File: config.mk
export PLATFORM = sky130hd
export DESIGN_NAME = id_alloc_arbiter_flat
export DESIGN_NICKNAME = d
export VERILOG_FILES = /design/src/rtl/id_alloc_arbiter_if.sv /design/src/rtl/id_alloc_arbiter.sv /design/src/flat_wrapper.sv
export SDC_FILE = /design/constraint.sdc
export NUM_CORES = 1
export LEC_CHECK = 0
export CAP_MARGIN = 5
export CORE_MARGIN = 3
export CORE_UTILIZATION = 60
export DETAILED_ROUTE_END_ITERATION = 16
export PLACE_DENSITY = 0.84
export SYNTH_ARGS = -nofsm -noshare
export SYNTH_HDL_FRONTEND = slang
export SYNTH_SLANG_ARGS = --single-unit
File: constraint.sdc
create_clock -name clk -period 6.4 [get_ports clk]
set_clock_uncertainty 0.15 [all_clocks]
set_input_delay 1.28 -clock clk [delete_from_list [all_inputs] [get_ports clk]]
set_output_delay 1.28 -clock clk [all_outputs]
set_load 0.03 [all_outputs]
File: src/rtl/id_alloc_arbiter_if.sv
// Bundle of request/grant/free/status signals between requesters and the ID pool.
interface id_alloc_arbiter_if #(
  parameter int N_REQ     = 4,
  parameter int LOG_N_REQ = 2,
  parameter int LOG_DEPTH = 3
);
  logic [N_REQ-1:0]     req_valid;
  logic [N_REQ-1:0]     gnt;
  logic [LOG_N_REQ-1:0] gnt_idx;
  logic [LOG_DEPTH-1:0] alloc_id;
  logic                 free_valid;
  logic [LOG_DEPTH-1:0] free_id;
  logic [LOG_DEPTH:0]   count;
  logic                 empty;
  logic                 err_double_free;

  modport master (
    output req_valid, free_valid, free_id,
    input  gnt, gnt_idx, alloc_id, count, empty, err_double_free
  );

  modport slave (
    input  req_valid, free_valid, free_id,
    output gnt, gnt_idx, alloc_id, count, empty, err_double_free
  );
endinterface

File: src/rtl/id_alloc_arbiter.sv
// Round-robin arbiter handing out IDs from a free-list FIFO; returned IDs are
// checked against an in-use bitmap so double frees are dropped and flagged.
module id_alloc_arbiter #(
  parameter int N_REQ     = 4,
  parameter int LOG_N_REQ = 2,
  parameter int LOG_DEPTH = 3
) (
  input logic               clk,
  input logic               rst,
  id_alloc_arbiter_if.slave bus
);
  localparam int DEPTH = 1 << LOG_DEPTH;
  typedef logic [LOG_DEPTH:0] ptr_t;

  logic [LOG_DEPTH-1:0] r_fifo [DEPTH];
  ptr_t                 r_rd_ptr;
  ptr_t                 r_wr_ptr;
  ptr_t                 r_count;
  logic [DEPTH-1:0]     r_in_use;
  logic [LOG_N_REQ-1:0] r_last_grant;
  logic                 r_err;

  logic [LOG_N_REQ-1:0] w_sel;
  logic                 w_empty;
  logic                 w_grant;
  logic                 w_push;
  logic                 w_dbl_free;
  logic [LOG_DEPTH-1:0] w_head;
  logic [DEPTH-1:0]     w_set_mask;
  logic [DEPTH-1:0]     w_clr_mask;

  function automatic logic [LOG_N_REQ-1:0] f_rr_idx(input logic [LOG_N_REQ-1:0] last,
                                                    input int off);
    int sum;
    sum = (int'(last) + off) % N_REQ;
    return sum[LOG_N_REQ-1:0];
  endfunction

  function automatic logic [N_REQ-1:0] f_req_onehot(input logic [LOG_N_REQ-1:0] idx);
    logic [N_REQ-1:0] one;
    one = {{(N_REQ-1){1'b0}}, 1'b1};
    return one << idx;
  endfunction

  function automatic logic [DEPTH-1:0] f_id_onehot(input logic [LOG_DEPTH-1:0] id);
    logic [DEPTH-1:0] one;
    one = {{(DEPTH-1){1'b0}}, 1'b1};
    return one << id;
  endfunction

  // Round-robin pick: scan offsets from farthest to nearest so the nearest requester after last_grant wins.
  always_comb begin
    w_sel = {LOG_N_REQ{1'b0}};
    for (int k = N_REQ; k >= 1; k--) begin
      w_sel = bus.req_valid[f_rr_idx(r_last_grant, k)] ? f_rr_idx(r_last_grant, k) : w_sel;
    end
  end

  // Grant/pop/push qualification; a same-cycle free never feeds the grant because grant looks only at r_count.
  always_comb begin
    w_empty    = (r_count == {(LOG_DEPTH+1){1'b0}});
    w_grant    = ~rst & ~w_empty & (|bus.req_valid);
    w_head     = r_fifo[r_rd_ptr[LOG_DEPTH-1:0]];
    w_push     = bus.free_valid & r_in_use[bus.free_id];
    w_dbl_free = bus.free_valid & ~r_in_use[bus.free_id];
    w_set_mask = w_grant ? f_id_onehot(w_head) : {DEPTH{1'b0}};
    w_clr_mask = w_push ? f_id_onehot(bus.free_id) : {DEPTH{1'b0}};
  end

  // Output drive; alloc_id always shows the FIFO head so it is deterministic even without a grant.
  always_comb begin
    bus.gnt             = w_grant ? f_req_onehot(w_sel) : {N_REQ{1'b0}};
    bus.gnt_idx         = w_grant ? w_sel : {LOG_N_REQ{1'b0}};
    bus.alloc_id        = w_head;
    bus.count           = r_count;
    bus.empty           = w_empty;
    bus.err_double_free = r_err;
  end

  // Pool state: reset refills the FIFO with 0..DEPTH-1 and forgets every outstanding ID.
  always_ff @(posedge clk) begin
    if (rst) begin
      for (int k = 0; k < DEPTH; k++) begin
        r_fifo[k] <= LOG_DEPTH'(k);
      end
      r_rd_ptr     <= {(LOG_DEPTH+1){1'b0}};
      r_wr_ptr     <= ptr_t'(DEPTH);
      r_count      <= ptr_t'(DEPTH);
      r_in_use     <= {DEPTH{1'b0}};
      r_last_grant <= LOG_N_REQ'(N_REQ - 1);
      r_err        <= 1'b0;
    end else begin
      if (w_grant) begin
        r_rd_ptr     <= r_rd_ptr + ptr_t'(1);
        r_last_grant <= w_sel;
      end
      if (w_push) begin
        r_fifo[r_wr_ptr[LOG_DEPTH-1:0]] <= bus.free_id;
        r_wr_ptr                         <= r_wr_ptr + ptr_t'(1);
      end
      // A valid free targets an in-use ID, which can never be the head being granted.
      r_in_use <= (r_in_use | w_set_mask) & ~w_clr_mask;
      case ({w_push, w_grant})
        2'b10:   r_count <= r_count + ptr_t'(1);
        2'b01:   r_count <= r_count - ptr_t'(1);
        default: r_count <= r_count;
      endcase
      if (w_dbl_free) begin
        r_err <= 1'b1;
      end
    end
  end
endmodule

File: src/flat_wrapper.sv
// flat-port wrapper written by rule: the top's interface ports become plain ports
module id_alloc_arbiter_flat 
#(
  parameter int N_REQ     = 4,
  parameter int LOG_N_REQ = 2,
  parameter int LOG_DEPTH = 3
)
  (clk, rst, bus_req_valid, bus_free_valid, bus_free_id, bus_gnt, bus_gnt_idx, bus_alloc_id, bus_count, bus_empty, bus_err_double_free);
  id_alloc_arbiter_if #(.N_REQ(N_REQ), .LOG_N_REQ(LOG_N_REQ), .LOG_DEPTH(LOG_DEPTH)) bus_i ();
  input logic clk;
  input logic rst;
  input wire logic [$bits(bus_i.req_valid)-1:0] bus_req_valid;
  input wire logic [$bits(bus_i.free_valid)-1:0] bus_free_valid;
  input wire logic [$bits(bus_i.free_id)-1:0] bus_free_id;
  output wire logic [$bits(bus_i.gnt)-1:0] bus_gnt;
  output wire logic [$bits(bus_i.gnt_idx)-1:0] bus_gnt_idx;
  output wire logic [$bits(bus_i.alloc_id)-1:0] bus_alloc_id;
  output wire logic [$bits(bus_i.count)-1:0] bus_count;
  output wire logic [$bits(bus_i.empty)-1:0] bus_empty;
  output wire logic [$bits(bus_i.err_double_free)-1:0] bus_err_double_free;
  assign bus_i.req_valid = bus_req_valid;
  assign bus_i.free_valid = bus_free_valid;
  assign bus_i.free_id = bus_free_id;
  assign bus_gnt = bus_i.gnt;
  assign bus_gnt_idx = bus_i.gnt_idx;
  assign bus_alloc_id = bus_i.alloc_id;
  assign bus_count = bus_i.count;
  assign bus_empty = bus_i.empty;
  assign bus_err_double_free = bus_i.err_double_free;
  id_alloc_arbiter #(.N_REQ(N_REQ), .LOG_N_REQ(LOG_N_REQ), .LOG_DEPTH(LOG_DEPTH)) u_core (.clk(clk), .rst(rst), .bus(bus_i));
endmodule
# ---- Word-level counts from Yosys, hierarchy flattened
# Memory sizes are Yosys's and may differ from the RTL's. A register that Yosys moved wholly into a read port is not among the register bits.
# Cells that the tools add are included.
dict set report totals {
  input_bits 10
  ff_bits 23
  ram_bits 24
  wordCells 68
  mem_count 1
  out_inout_bits 15
}
dict set report classes {
  shift 3
  n_bitwise 10
  n_addsub 8
  n_mux 29
  n_lt_le_gt_ge 5
  reduce_logical 4
  n_eq_ne 2
}
# memory words width read_ports rd_ports_with_merged_regs write_ports line
set memory_table {}
lappend memory_table {u_core.r_fifo 8 3 1 1 8 id_alloc_arbiter.sv:15} ;# logic [LOG_DEPTH-1:0] r_fifo [DEPTH];
# op n
set op_table {}
lappend op_table {{$mux W8} 2}
lappend op_table {{$shl A1 B3 Y8 const A} 2}
lappend op_table {{$add A4 B1 Y4 const B} 3}
lappend op_table {{$lt A2 B3 Y1 const B} 4}
lappend op_table {{$mux W3} 4}
lappend op_table {{$mux W1} 11}
lappend op_table {{$mux W2} 5}
lappend op_table {{$and A8 B8 Y8} 1}
lappend op_table {{$bmux W1 S2} 4}
lappend op_table {{$not A8 Y8} 1}
lappend op_table {{$or A8 B8 Y8} 1}
lappend op_table {{$pmux W4 S2} 1}
lappend op_table {{$add A2 B1 Y2 const B} 2}
lappend op_table {{$add A2 B2 Y2 const B} 2}
lappend op_table {{$and A1 B1 Y1} 4}
lappend op_table {{$logic_not A4 Y1} 1}
lappend op_table {{$lt A3 B4 Y1 const B} 1}
lappend op_table {{$mux W4} 1}
lappend op_table {{$reduce_or A4 Y1} 1}
lappend op_table {{$shl A1 B2 Y4 const A} 1}
lappend op_table {{$sub A4 B1 Y4 const B} 1}
lappend op_table {{$bmux W1 S3} 1}
lappend op_table {{$not A1 Y1} 3}
lappend op_table {{$reduce_or A3 Y1} 1}
lappend op_table {{other kinds (3)} 3}

# ---- Depth between registers and ports, before layout
# Gate-level depths: netlist of the first run.
dict set report depth {
  ltp_word 9
  ltp_mapped 12
  mapped_depth_nobuf 11
}

# ---- Worst setup path before layout of the first run
# Ideal clock, no wire load.
dict set report synth_timing {
  path_type {input to output}
  startpoint {in rst}
  endpoint {out bus_gnt[2]}
  t_required_ps 4970
  path_buffers 1
  stages 4
  arrival_time_ps 2507
  slack_ps 2463
  cell_sequence {or3_1 > buf_2 > or2_2 > nor2_1}
}
dict set report synth_via {
  elab_chain_len 4
}
# element line
set synth_rtl {}
lappend synth_rtl {{from (decl)} flat_wrapper.sv:11} ;# input logic rst;
lappend synth_rtl {{$not A1 Y1} id_alloc_arbiter.sv:62} ;# w_grant = ~rst & ~w_empty & (|bus.req_valid);
lappend synth_rtl {{$and A1 B1 Y1 (2 in a row)} id_alloc_arbiter.sv:62}
lappend synth_rtl {{$mux W4} id_alloc_arbiter.sv:72} ;# bus.gnt = w_grant ? f_req_onehot(w_sel) : {N_REQ{1'b0}};
lappend synth_rtl {{to (decl)} flat_wrapper.sv:15} ;# output wire logic [$bits(bus_i.gnt)-1:0] bus_gnt;
# Every way passes these cells.

# ---- Worst setup path after layout of the first run
# Ends and elaborated chain as after synthesis.

==> summary.txt, run 1 <==
STA
  • Fin. Hold Viols: 0
  • Setup TNS: 0 ns
  • Slew headroom: 0.669
  • Final setup viols: 0
  • Maximum clock rate: 201 MHz
  • Worst Max-Slew Pin Slew: 0.495 ns
  • Max-slew violations: 0
  • Hold Slack: 0.330 ns
  • Setup WS post-layout: 1.43 ns
  • Final min period: 4.97 ns
  • RSZ-0062 raised after global routing: no
  • Final Cycle Share: 0.776

Floorplanning
  • Die height: 69.4 um
  • Core area: 3770 um2
  • Initial Util: 0.640
  • Io pins: 25
  • Die Area: 4820 um2
  • Die X-Extent: 69.4 um
  • Std cell rows: 22

Setup path
  • Worst-path cell chain: clkdlybuf4s50_1, buf_4, or3_1, or2_2, nor2_1, clkdlybuf4s50_1
  • Crit path max fanout: 31
  • R2R depth: 10
  • CP Data Arrival Time: 3.54 ns
  • Worst r2r dst: u_core.bus.count[2]
  • Buf/Inv on CP: 3
  • Crit Path Category: input pin to output pin
  • Worst r2r src: u_core.bus.count[1]
  • Crit path max-delay family: buffers and inverters
  • CP max-delay cell: clkdlybuf4s50_1
  • Critical Path Max Stage Delay: 0.68 ns
  • Setup crit start kind: input pin
  • Most Frequent Cell on Critical Path: clkdlybuf4s50_1
  • Worst R2R Setup Slack: 3.48 ns
  • WP data required: 4.97 ns
  • Setup crit end kind: output pin

Logic synthesis
  • Post-synthesis sequential area ratio: 0.498
  • Syn Area/Cell: 11.2 um2
  • Async SR Flop Fraction: 0
  • Syn Inst Count: 216
  • Synth top area share: 0.299
  • Cell area after synthesis: 2410 um2
  • Synth top cells by count: dfxtp_1 (24), edfxtp_1 (24), nor2_1 (22)
  • Most used flip-flop cell after synthesis: edfxtp_1
  • Dominant cell type by area after synthesis: edfxtp_1
  • Top cells by area, synth: edfxtp_1 (30%), dfxtp_1 (20%), mux4_2 (6.5%), nor2_1 (3.4%), a21oi_1 (2.7%)
  • Count of flip-flops with a built-in enable after synthesis: 24
  • Mapped Nets: 231
  • Cell variety after synth: 44
  • #FFs+latches synth: 48
  • YS warnings: 0

GRT
  • Gr ovfl total: 0
  • Vias in the first global route: 1649
  • Largest net degree at the start of global routing: 32
  • Total GRT Usage: 0.204
  • First-pass GRT wire length: 7.78 mm
  • Initial antenna violation count: 0

Cells and area
  • Final Non-Filler Cells: 288
  • Share of cells above drive strength 1: 0.163
  • # fillers: 265
  • FF+latch area: 1200 um2
  • Area Growth Syn to Fin: 14.9%
  • Ant diodes: 0
  • Fin nets: 254
  • Footprint of the multi-input gates: 1130 um2

Min path
  • Worst hold start: u_core.bus.err_double_free
  • Hold WC Path Type: register to register
  • Hold EP: u_core.bus.err_double_free
  • WHS Path Cells: 2

Placement
  • GPL Wtd Cong: 0.856
  • Pre-CTS setup slack: 1.43 ns
  • DP HPWL: 3.34 mm
  • DP Cell Count: 280
  • Buffers on Ports: 24

Routing
  • Via Count: 1673
  • DR DRC count: 0
  • Total wire length: 4.62 mm
  • Antenna-violating nets left: 0
  • Drt initial violations: 139
  • Drt first pass iters: 4
  • Drt wl/cell: 16.0 um
  • Vias per cell: 5.81

Power
  • PD cells: 332 nW/um2
  • Power share of the clock group: 0.229
  • Int Pwr: 615 uW
  • Sw frac: 0.332
  • Comb power frac: 0.334
  • Peak supply drop: 0.240 mV
  • Total leakage power: 0.00101 uW
  • Seq pwr share: 0.437
  • NetSw: 306 uW
  • Pwr Total: 921 uW

Run
  • Max-Cap Viols: 0

Clock network
  • Post-cts sizing count: 0
  • CTS clock-pin slew for the worst setup and hold paths: 0.08 ns
  • Post-CTS setup repair buffer count: 0
  • Total CTS buffers: 5
  • H-tree levels: 2
  • Root Driver: clkbuf_8
  • Clock Latency Late Sink: 0.30 ns
  • Clk sinks: 48
  • Hold_buf cts: 0
  • Max Buffers Root-to-Sink: 2
  • TritonCTS clock tree: built

Run status
  • Status: finished clean
==> worst reg2reg max path, stage by stage, from the launching register on <==
cell      delay, ns
dfxtp_1        0.38
nor4_1         0.42
or3_1          0.30
clkinv_1       0.27
ha_1           0.33
xor2_1         0.16
ha_1           0.18
a21oi_1        0.14
xor2_1         0.10
or3_1          0.30
a21oi_1        0.13
==> worst max path at each step <==
stage	slack (ns)	from	to	cells past startpoint
final	1.43	rst	bus_gnt[2]	6
after global routing	1.34	rst	bus_gnt[1]	7
after CTS	1.43	rst	bus_gnt[2]	6
after detailed placement	1.43	rst	bus_gnt[3]	6
after global placement	1.44	rst	bus_gnt[2]	6
after floorplan	2.46	rst	bus_gnt[2]	4
==> state kept, by name (all words and copies together), names as in the netlist, named ones only <==
name                        cells
u_core.r_wr_ptr                 3
u_core.bus.count                4
u_core.r_in_use                 8
u_core.r_fifo                  24
u_core.r_rd_ptr                 3
u_core.r_last_grant             2
u_core.bus.err_double_free      1
==> cells by family (layout without fill, tap and decap cells) <==
group                      count (synthesis)  in the layout  synth area share
xor gates and xnor gates                   6              6            0.0218
muxes                                     16             16             0.104
adders and majority gates                  5              5            0.0259
and+or+nand+nor                           84             84             0.204
buffers and inverters                     15             39            0.0342
DFF                                       48             48             0.498
AOI/OAI and AO/OA                         42             42             0.112
==> cells in the final DEF, fill, tap and decap left out, types with 7 or more instances in the layout <==
master           Yosys  final
nor2_1              22     22
clkdlybuf4s50_1      0     24
nand3_1              7      7
nand2_1              7      7
a21oi_1             13     13
o21ai_0             11     11
nand2b_1             8      8
mux4_2               7      7
dfxtp_1             24     24
edfxtp_1            24     24
==> metrics by stage <==
step | utilization | area (um2)
after detailed placement | 0.707 | 2670
after floorplan | - | 2410
final | 0.735 | 2770
after global routing | 0.735 | 2770
after CTS | 0.735 | 2770
after global placement | 0.707 | 2670
==> power by group through the flow <==
stage,Combinational [uW],Sequential (uW),Clock (uW)
CTS,309,403,212
detailed placement,307,409,0
finish,308,403,211
global route,333,409,225
global placement,302,408,0
floorplan,206,411,0
==> metal layers <==
metal / GRT usage / wire length, um
met1: 0.267 / 2090
met2: 0.333 / 2290
met3: 0.0420 / 175
met4: 0.0759 / 65
met5: 0 / 0
==> area by class of cell <==
cell class,count,share of cell area
Clock buffer,6,0.0262
Tap cell,48,0.0217
Multi-Input combinational cell,153,0.407
Inverter,6,0.00993
Sequential cell,48,0.433
Clock inverter,2,0.0126
Timing Repair Buffer,25,0.0894
(Power assumes the default switching activity.)
==> run 2, diff against run 1 <==
--- a/config.mk
+++ b/config.mk
@@ -7,9 +7,9 @@
 export LEC_CHECK = 0
 export CAP_MARGIN = 5
 export CORE_MARGIN = 3
-export CORE_UTILIZATION = 60
+export CORE_UTILIZATION = 51
 export DETAILED_ROUTE_END_ITERATION = 16
-export PLACE_DENSITY = 0.84
+export PLACE_DENSITY = 0.76
 export SYNTH_ARGS = -nofsm -noshare
 export SYNTH_HDL_FRONTEND = slang
 export SYNTH_SLANG_ARGS = --single-unit
==> constraint.sdc (replaced) <==
create_clock -name clk -period 4.3 [get_ports clk]
set_clock_uncertainty 0.15 [all_clocks]
set_input_delay 0.86 -clock clk [delete_from_list [all_inputs] [get_ports clk]]
set_output_delay 0.86 -clock clk [all_outputs]
set_load 0.03 [all_outputs]
==> run 2 against run 1 <==
  * Via count is 1.7% lower
  * Flip-flop and latch count did not move
  * First-iteration DRC count is 26% lower
  * Global-route usage shrank 2.1 points
  * Critical path type is now input pin to register
==> summary.txt, run 2 (synthesized netlist as in run 1, its figures left out) <==
Floorplanning
  • Std cell rows: 24 (+9.1%)
  • Initial Util: 0.539 (-0.101)
  • Die X-Extent: 74.8 um (+7.7%)
  • Die height: 74.8 um (+7.7%)
  • Io pins: 25 (unchanged)
  • Die Area: 5590 um2 (+16%)
  • Core area: 4470 um2 (+19%)

GRT
  • Initial antenna violation count: 0 (unchanged)
  • Vias in the first global route: 1548 (-6.1%)
  • Gr ovfl total: 0 (unchanged)
  • Total GRT Usage: 0.183 (-0.0206)
  • Largest net degree at the start of global routing: 31 (-3.1%)
  • First-pass GRT wire length: 7.64 mm (-1.9%)

Setup path
  • CP max-delay cell: clkdlybuf4s50_1
  • CP Data Arrival Time: 3.85 ns (+0.31 ns)
  • Worst-path cell chain: clkdlybuf4s50_1, mux2i_1, mux4_2, nor2_8, inv_6, ha_1, xor2_1, ha_1, a21oi_1, xor2_1, or3_1, a21oi_1
  • Critical Path Max Stage Delay: 0.72 ns (+0.04 ns)
  • Crit path max fanout: 11 (-65%)
  • Setup crit end kind: register
  • WP data required: 4.38 ns (-0.59 ns)
  • Crit Path Category: input pin to register
  • Setup crit start kind: input pin

Power
  • Peak supply drop: 0.271 mV (+13%)
  • Sw frac: 0.347 (+0.0148)
  • Total leakage power: 0.00102 uW (+0.55%)
  • Comb power frac: 0.350 (+0.016)
  • Seq pwr share: 0.457 (+0.020)
  • NetSw: 454 uW (+49%)
  • Power share of the clock group: 0.193 (-0.036)
  • PD cells: 476 nW/um2 (+43%)
  • Int Pwr: 856 uW (+39%)

Routing
  • Via Count: 1645 (-1.7%)
  • Drt wl/cell: 16.1 um (+0.29%)
  • DR DRC count: 0 (unchanged)
  • Total wire length: 4.73 mm (+2.4%)
  • Vias per cell: 5.60 (-3.7%)
  • Antenna-violating nets left: 0 (unchanged)
  • Drt first pass iters: 4 (unchanged)
  • Drt initial violations: 103 (-26%)

Clock network
  • Max Buffers Root-to-Sink: 2 (unchanged)
  • Total CTS buffers: 5 (unchanged)
  • Post-cts sizing count: 0 (unchanged)
  • H-tree levels: 2 (unchanged)
  • TritonCTS clock tree: built
  • Clock Latency Late Sink: 0.30 ns (about the same)
  • Post-CTS setup repair buffer count: 0 (unchanged)
  • Clk sinks: 48 (unchanged)
  • Hold_buf cts: 0 (unchanged)
  • Root Driver: clkbuf_8
  • CTS clock-pin slew for the worst setup and hold paths: 0.08 ns (about the same)

Cells and area
  • Share of cells above drive strength 1: 0.186 (+0.0235)
  • Max FFs per register: 24 (unchanged)
  • Commonest cells after routing, fill and taps aside: dfxtp_1 (24), edfxtp_1 (24), nor2_1 (22), clkdlybuf4s50_1 (19), a21oi_1 (13)
  • Final Non-Filler Cells: 294 (+2.1%)
  • # fillers: 380 (+43%)
  • Fin nets: 256 (+0.79%)
  • Most flop-heavy register: u_core.r_fifo
  • Area Growth Syn to Fin: 14.2%
  • Ant diodes: 0 (unchanged)

STA
  • Slew headroom: 0.701 (+0.0318)
  • Worst Max-Slew Pin Slew: 0.445 ns (-0.0503 ns)
  • Final setup viols: 0 (unchanged)
  • Final Cycle Share: 0.877
  • RSZ-0062 raised after global routing: no
  • Fin. Hold Viols: 0 (unchanged)
  • Setup WS post-layout: 0.527 ns (-0.907 ns)
  • Setup TNS: 0 ns (unchanged)
  • Max-slew violations: 0 (unchanged)
  • Final min period: 3.77 ns
  • Maximum clock rate: 265 MHz

Placement
  • DP Cell Count: 286 (+2.1%)
  • GPL Wtd Cong: 0.756 (-12%)
  • Buffers on Ports: 24 (unchanged)
  • DP HPWL: 3.42 mm (+2.2%)
  • Pre-CTS setup slack: 0.252 ns (-1.18 ns)

Min path
  • Hold WC Path Type: register to register

Run status
  • Status: finished clean

Run
  • Max-Cap Viols: 0 (unchanged)
[run 2: cell types whose count changed in the layout (fill, tap and decap cells not counted)]
| cell | previous run | this run |
|---|---|---|
| buf_4 | 1 | 8 |
| clkbuf_1 | 1 | 2 |
| clkdlybuf4s50_1 | 24 | 19 |
| bufinv_16 | 1 | 0 |
[run 2: worst paths after layout]
| kind | slack (ns) | cells past startpoint | from | end |
|---|---|---|---|---|
| max | 0.53 | 12 | bus_free_id[1] | u_core.bus.count[2] |
| min | 0.35 | 2 | u_core.bus.err_double_free | u_core.bus.err_double_free |
| max reg2reg | 1.20 | 10 | u_core.bus.count[1] | u_core.bus.count[2] |
| min reg2reg | 0.35 | 2 | u_core.bus.err_double_free | u_core.bus.err_double_free |
[run 2: worst max-delay path, delay by kind of cell]
family	cells	cell delay (ns)
mux	2	0.69
simple gates	2	0.51
xor+xnor	2	0.26
buf+inv	2	0.79
fa+ha+maj	2	0.45
compound gates	2	0.29
[run 2: power by group through the flow]
stage	registers (uW)	logic, uW	clock network (uW)
2_1_floorplan	612	307	0
3_5_place_dp	609	458	0
5_1_grt	608	501	277
4_1_cts	599	460	262
6_report	598	458	253
3_3_place_gp	607	452	0
[run 2: layer usage]
metal  share of wire  track usage
met1            0.50        0.262
met2            0.46        0.284
met3           0.024       0.0401
met4          0.0085       0.0474
met5               0            0
[run 2: area by class of cell]
type                       instances  area [um2]  area share
clock inverter                     1        5.00     0.00182
clock buffer                       7        76.3      0.0277
multi-input combinational        153        1130       0.410
tap                               52        65.1      0.0236
inverter                           6        27.5      0.0100
sequential                        48        1200       0.436
timing repair buffer              27         250      0.0909
[run 2: metrics by stage]
stage / util / hold WS (ns) / total power (uW) / instance area (um2)
3_3_place_gp: 0.597 / 0.336 / 1060 / 2670
4_1_cts: 0.615 / 0.352 / 1320 / 2750
2_1_floorplan: - / 0.319 / 919 / 2410
6_report: 0.615 / 0.350 / 1310 / 2750
3_5_place_dp: 0.597 / 0.320 / 1070 / 2670
5_1_grt: 0.615 / 0.394 / 1390 / 2750
==> run 3, diff against run 2 <==
--- a/config.mk
+++ b/config.mk
@@ -10,6 +10,7 @@
 export CORE_UTILIZATION = 51
 export DETAILED_ROUTE_END_ITERATION = 16
 export PLACE_DENSITY = 0.76
+export SETUP_SLACK_MARGIN = 0.5
 export SYNTH_ARGS = -nofsm -noshare
 export SYNTH_HDL_FRONTEND = slang
 export SYNTH_SLANG_ARGS = --single-unit
==> run 3 against run 2 <==
  * Core utilization rose by 0.11 points
  * Via count rose by 0.36%
  * Flip-flop and latch count did not move
  * Wire length fell by 0.53%
  * Global-route usage did not move
  * Maximum frequency rose by 3.0%
  * Critical endpoint is now bus_gnt[0]
  * First-iteration DRC count rose by 1.9%
  * Critical path type is now input pin to output pin
  * Cell count did not move
  * Worst setup slack improved by 0.11 ns
==> summary.txt, run 3 (synthesized netlist as in run 1, its figures left out) <==
Cells and area
  • Commonest cells after routing, fill and taps aside: dfxtp_1 (24), edfxtp_1 (24), nor2_1 (22), clkdlybuf4s50_1 (17), a21oi_1 (13)
  • Area Growth Syn to Fin: 14.4%
  • Fin nets: 256 (unchanged)
  • Ant diodes: 0 (unchanged)
  • # fillers: 379 (-0.26%)
  • Max FFs per register: 24 (unchanged)
  • Most flop-heavy register: u_core.r_fifo
  • Share of cells above drive strength 1: 0.186 (unchanged)

Clock network
  • Total CTS buffers: 5 (unchanged)
  • Post-CTS setup repair buffer count: 0 (unchanged)
  • Root Driver: clkbuf_8
  • CTS clock-pin slew for the worst setup and hold paths: 0.08 ns (about the same)
  • TritonCTS clock tree: built
  • Max Buffers Root-to-Sink: 2 (unchanged)
  • Clk sinks: 48 (unchanged)
  • H-tree levels: 2 (unchanged)
  • Clock Latency Late Sink: 0.30 ns (about the same)

GRT
  • First-pass GRT wire length: 7.64 mm (unchanged)
  • Largest net degree at the start of global routing: 31 (unchanged)
  • Gr ovfl total: 0 (unchanged)
  • Initial antenna violation count: 0 (unchanged)
  • Vias in the first global route: 1548 (unchanged)
  • Total GRT Usage: 0.183 (unchanged)

Power
  • Sw frac: 0.347 (about the same)
  • Comb power frac: 0.350 (about the same)
  • PD cells: 475 nW/um2 (-0.23%)
  • Peak supply drop: 0.271 mV (about the same)
  • NetSw: 454 uW (about the same)
  • Int Pwr: 855 uW (about the same)
  • Seq pwr share: 0.457 (about the same)
  • Total leakage power: 0.00104 uW (+2.3%)
  • Power share of the clock group: 0.194 (about the same)

STA
  • RSZ-0062 raised after global routing: no
  • Fin. Hold Viols: 0 (unchanged)
  • Final setup viols: 0 (unchanged)
  • Final Cycle Share: 0.852 (-0.0255)
  • Maximum clock rate: 273 MHz (+3.0%)
  • Setup WS post-layout: 0.636 ns (+0.109 ns)
  • Max-slew violations: 0 (unchanged)
  • Final min period: 3.66 ns (-0.109 ns)
  • Slew headroom: 0.701 (unchanged)
  • Setup TNS: 0 ns (unchanged)
  • Worst Max-Slew Pin Slew: 0.445 ns (-0.000000119 ns)

Setup path
  • Critical Path Max Stage Delay: 0.48 ns (-0.24 ns)
  • Worst-path cell chain: clkdlybuf4s50_1, nor4_1, or3_1, clkinv_1, nand2_1, nor2_1, buf_4
  • CP max-delay cell: clkdlybuf4s50_1
  • Crit path max-delay family: buffers and inverters
  • Crit Path Category: input pin to output pin
  • CP Data Arrival Time: 2.65 ns (-1.20 ns)
  • Setup crit end kind: output pin
  • Setup crit start kind: input pin
  • WP data required: 3.29 ns (-1.09 ns)
  • Crit path max fanout: 9 (-2)
  • Buf/Inv on CP: 3 (+1)

Routing
  • Highest Signal Layer: met4
  • Met3 routed WL: 117 um (+3.5%)
  • Vias per cell: 5.62 (+0.36%)
  • Total wire length: 4.71 mm (-0.53%)
  • Met2 wire length: 2.19 mm (-0.32%)
  • Drt initial violations: 105 (+1.9%)
  • Via Count: 1651 (+0.36%)
  • WL met1: 2.36 mm (-0.92%)
  • Antenna-violating nets left: 0 (unchanged)
  • DR DRC count: 0 (unchanged)
  • Drt first pass iters: 4 (unchanged)
  • Drt wl/cell: 16.0 um (-0.53%)

Floorplanning
  • Initial Util: 0.539 (unchanged)
  • Core area: 4470 um2 (unchanged)
  • Die Area: 5590 um2 (unchanged)
  • Io pins: 25 (unchanged)
  • Die height: 74.8 um (unchanged)
  • Die X-Extent: 74.8 um (unchanged)
  • Std cell rows: 24 (unchanged)

Run status
  • Status: finished clean

Placement
  • DP HPWL: 3.42 mm (unchanged)
  • GPL Wtd Cong: 0.756 (unchanged)
  • Pre-CTS setup slack: 0.252 ns (unchanged)
  • Buffers on Ports: 24 (unchanged)

Run
  • Max-Cap Viols: 0 (unchanged)

Min path
  • Hold WC Path Type: register to register
run 3: worst reg2reg max path, delay by kind of cell (launching register included):
kind / cells / cell delay (ns)
simple gates: 3 / 1.10
fa+ha+maj: 2 / 0.53
flops: 1 / 0.39
buf+inv: 1 / 0.31
compound gates: 2 / 0.29
xor+xnor: 2 / 0.26
run 3: per-layer routing:
| layer | vias up | track usage |
|---|---|---|
| li1 | 837 | - |
| met1 | 777 | 0.262 |
| met2 | 32 | 0.284 |
| met3 | 5 | 0.0401 |
| met4 | 0 | 0.0474 |
| met5 | - | 0 |
run 3: per-stage QoR:
stage	hold WS [ns]	power, uW	instances	cell area, um2	utilization
final	0.350	1310	294	2760	0.617
after global routing	0.394	1380	294	2760	0.617
after CTS	0.352	1320	294	2750	0.615
after detailed placement	0.320	1070	286	2670	0.597
after global placement	0.336	1060	286	2670	0.597
after floorplan	0.319	919	216	2410	-
run 3: power groups by stage:
stage	sequential [uW]	clock, uW	combinational [uW]
6_report	598	253	458
5_1_grt	608	277	500
4_1_cts	599	262	460
3_5_place_dp	609	0	458
3_3_place_gp	607	0	452
2_1_floorplan	612	0	307
run 3: worst paths after layout:
path | start | end | slack, ns | cells past startpoint
setup reg to reg | u_core.bus.count[1] | u_core.bus.count[2] | 1.20 | 10
setup / recovery | bus_req_valid[0] | bus_gnt[0] | 0.64 | 7
hold / removal | u_core.bus.err_double_free | u_core.bus.err_double_free | 0.35 | 2
hold reg to reg | u_core.bus.err_double_free | u_core.bus.err_double_free | 0.35 | 2
run 3: what timing repair did:
item | in CTS | in global routing
resized for setup | 0 | 2
hold endpoints to repair | 0 | 0
setup endpoints to repair | 0 | 2
hold buffers | 0 | 0
run 3: layout make-up:
cell class	instances	area [um2]	area share
inverter	6	27.5	0.00998
clock inverter	1	5.00	0.00181
sequential	48	1200	0.435
tap	52	65.1	0.0236
multi-input combinational	153	1130	0.409
timing repair buffer	27	255	0.0925
clock buffer	7	76.3	0.0277
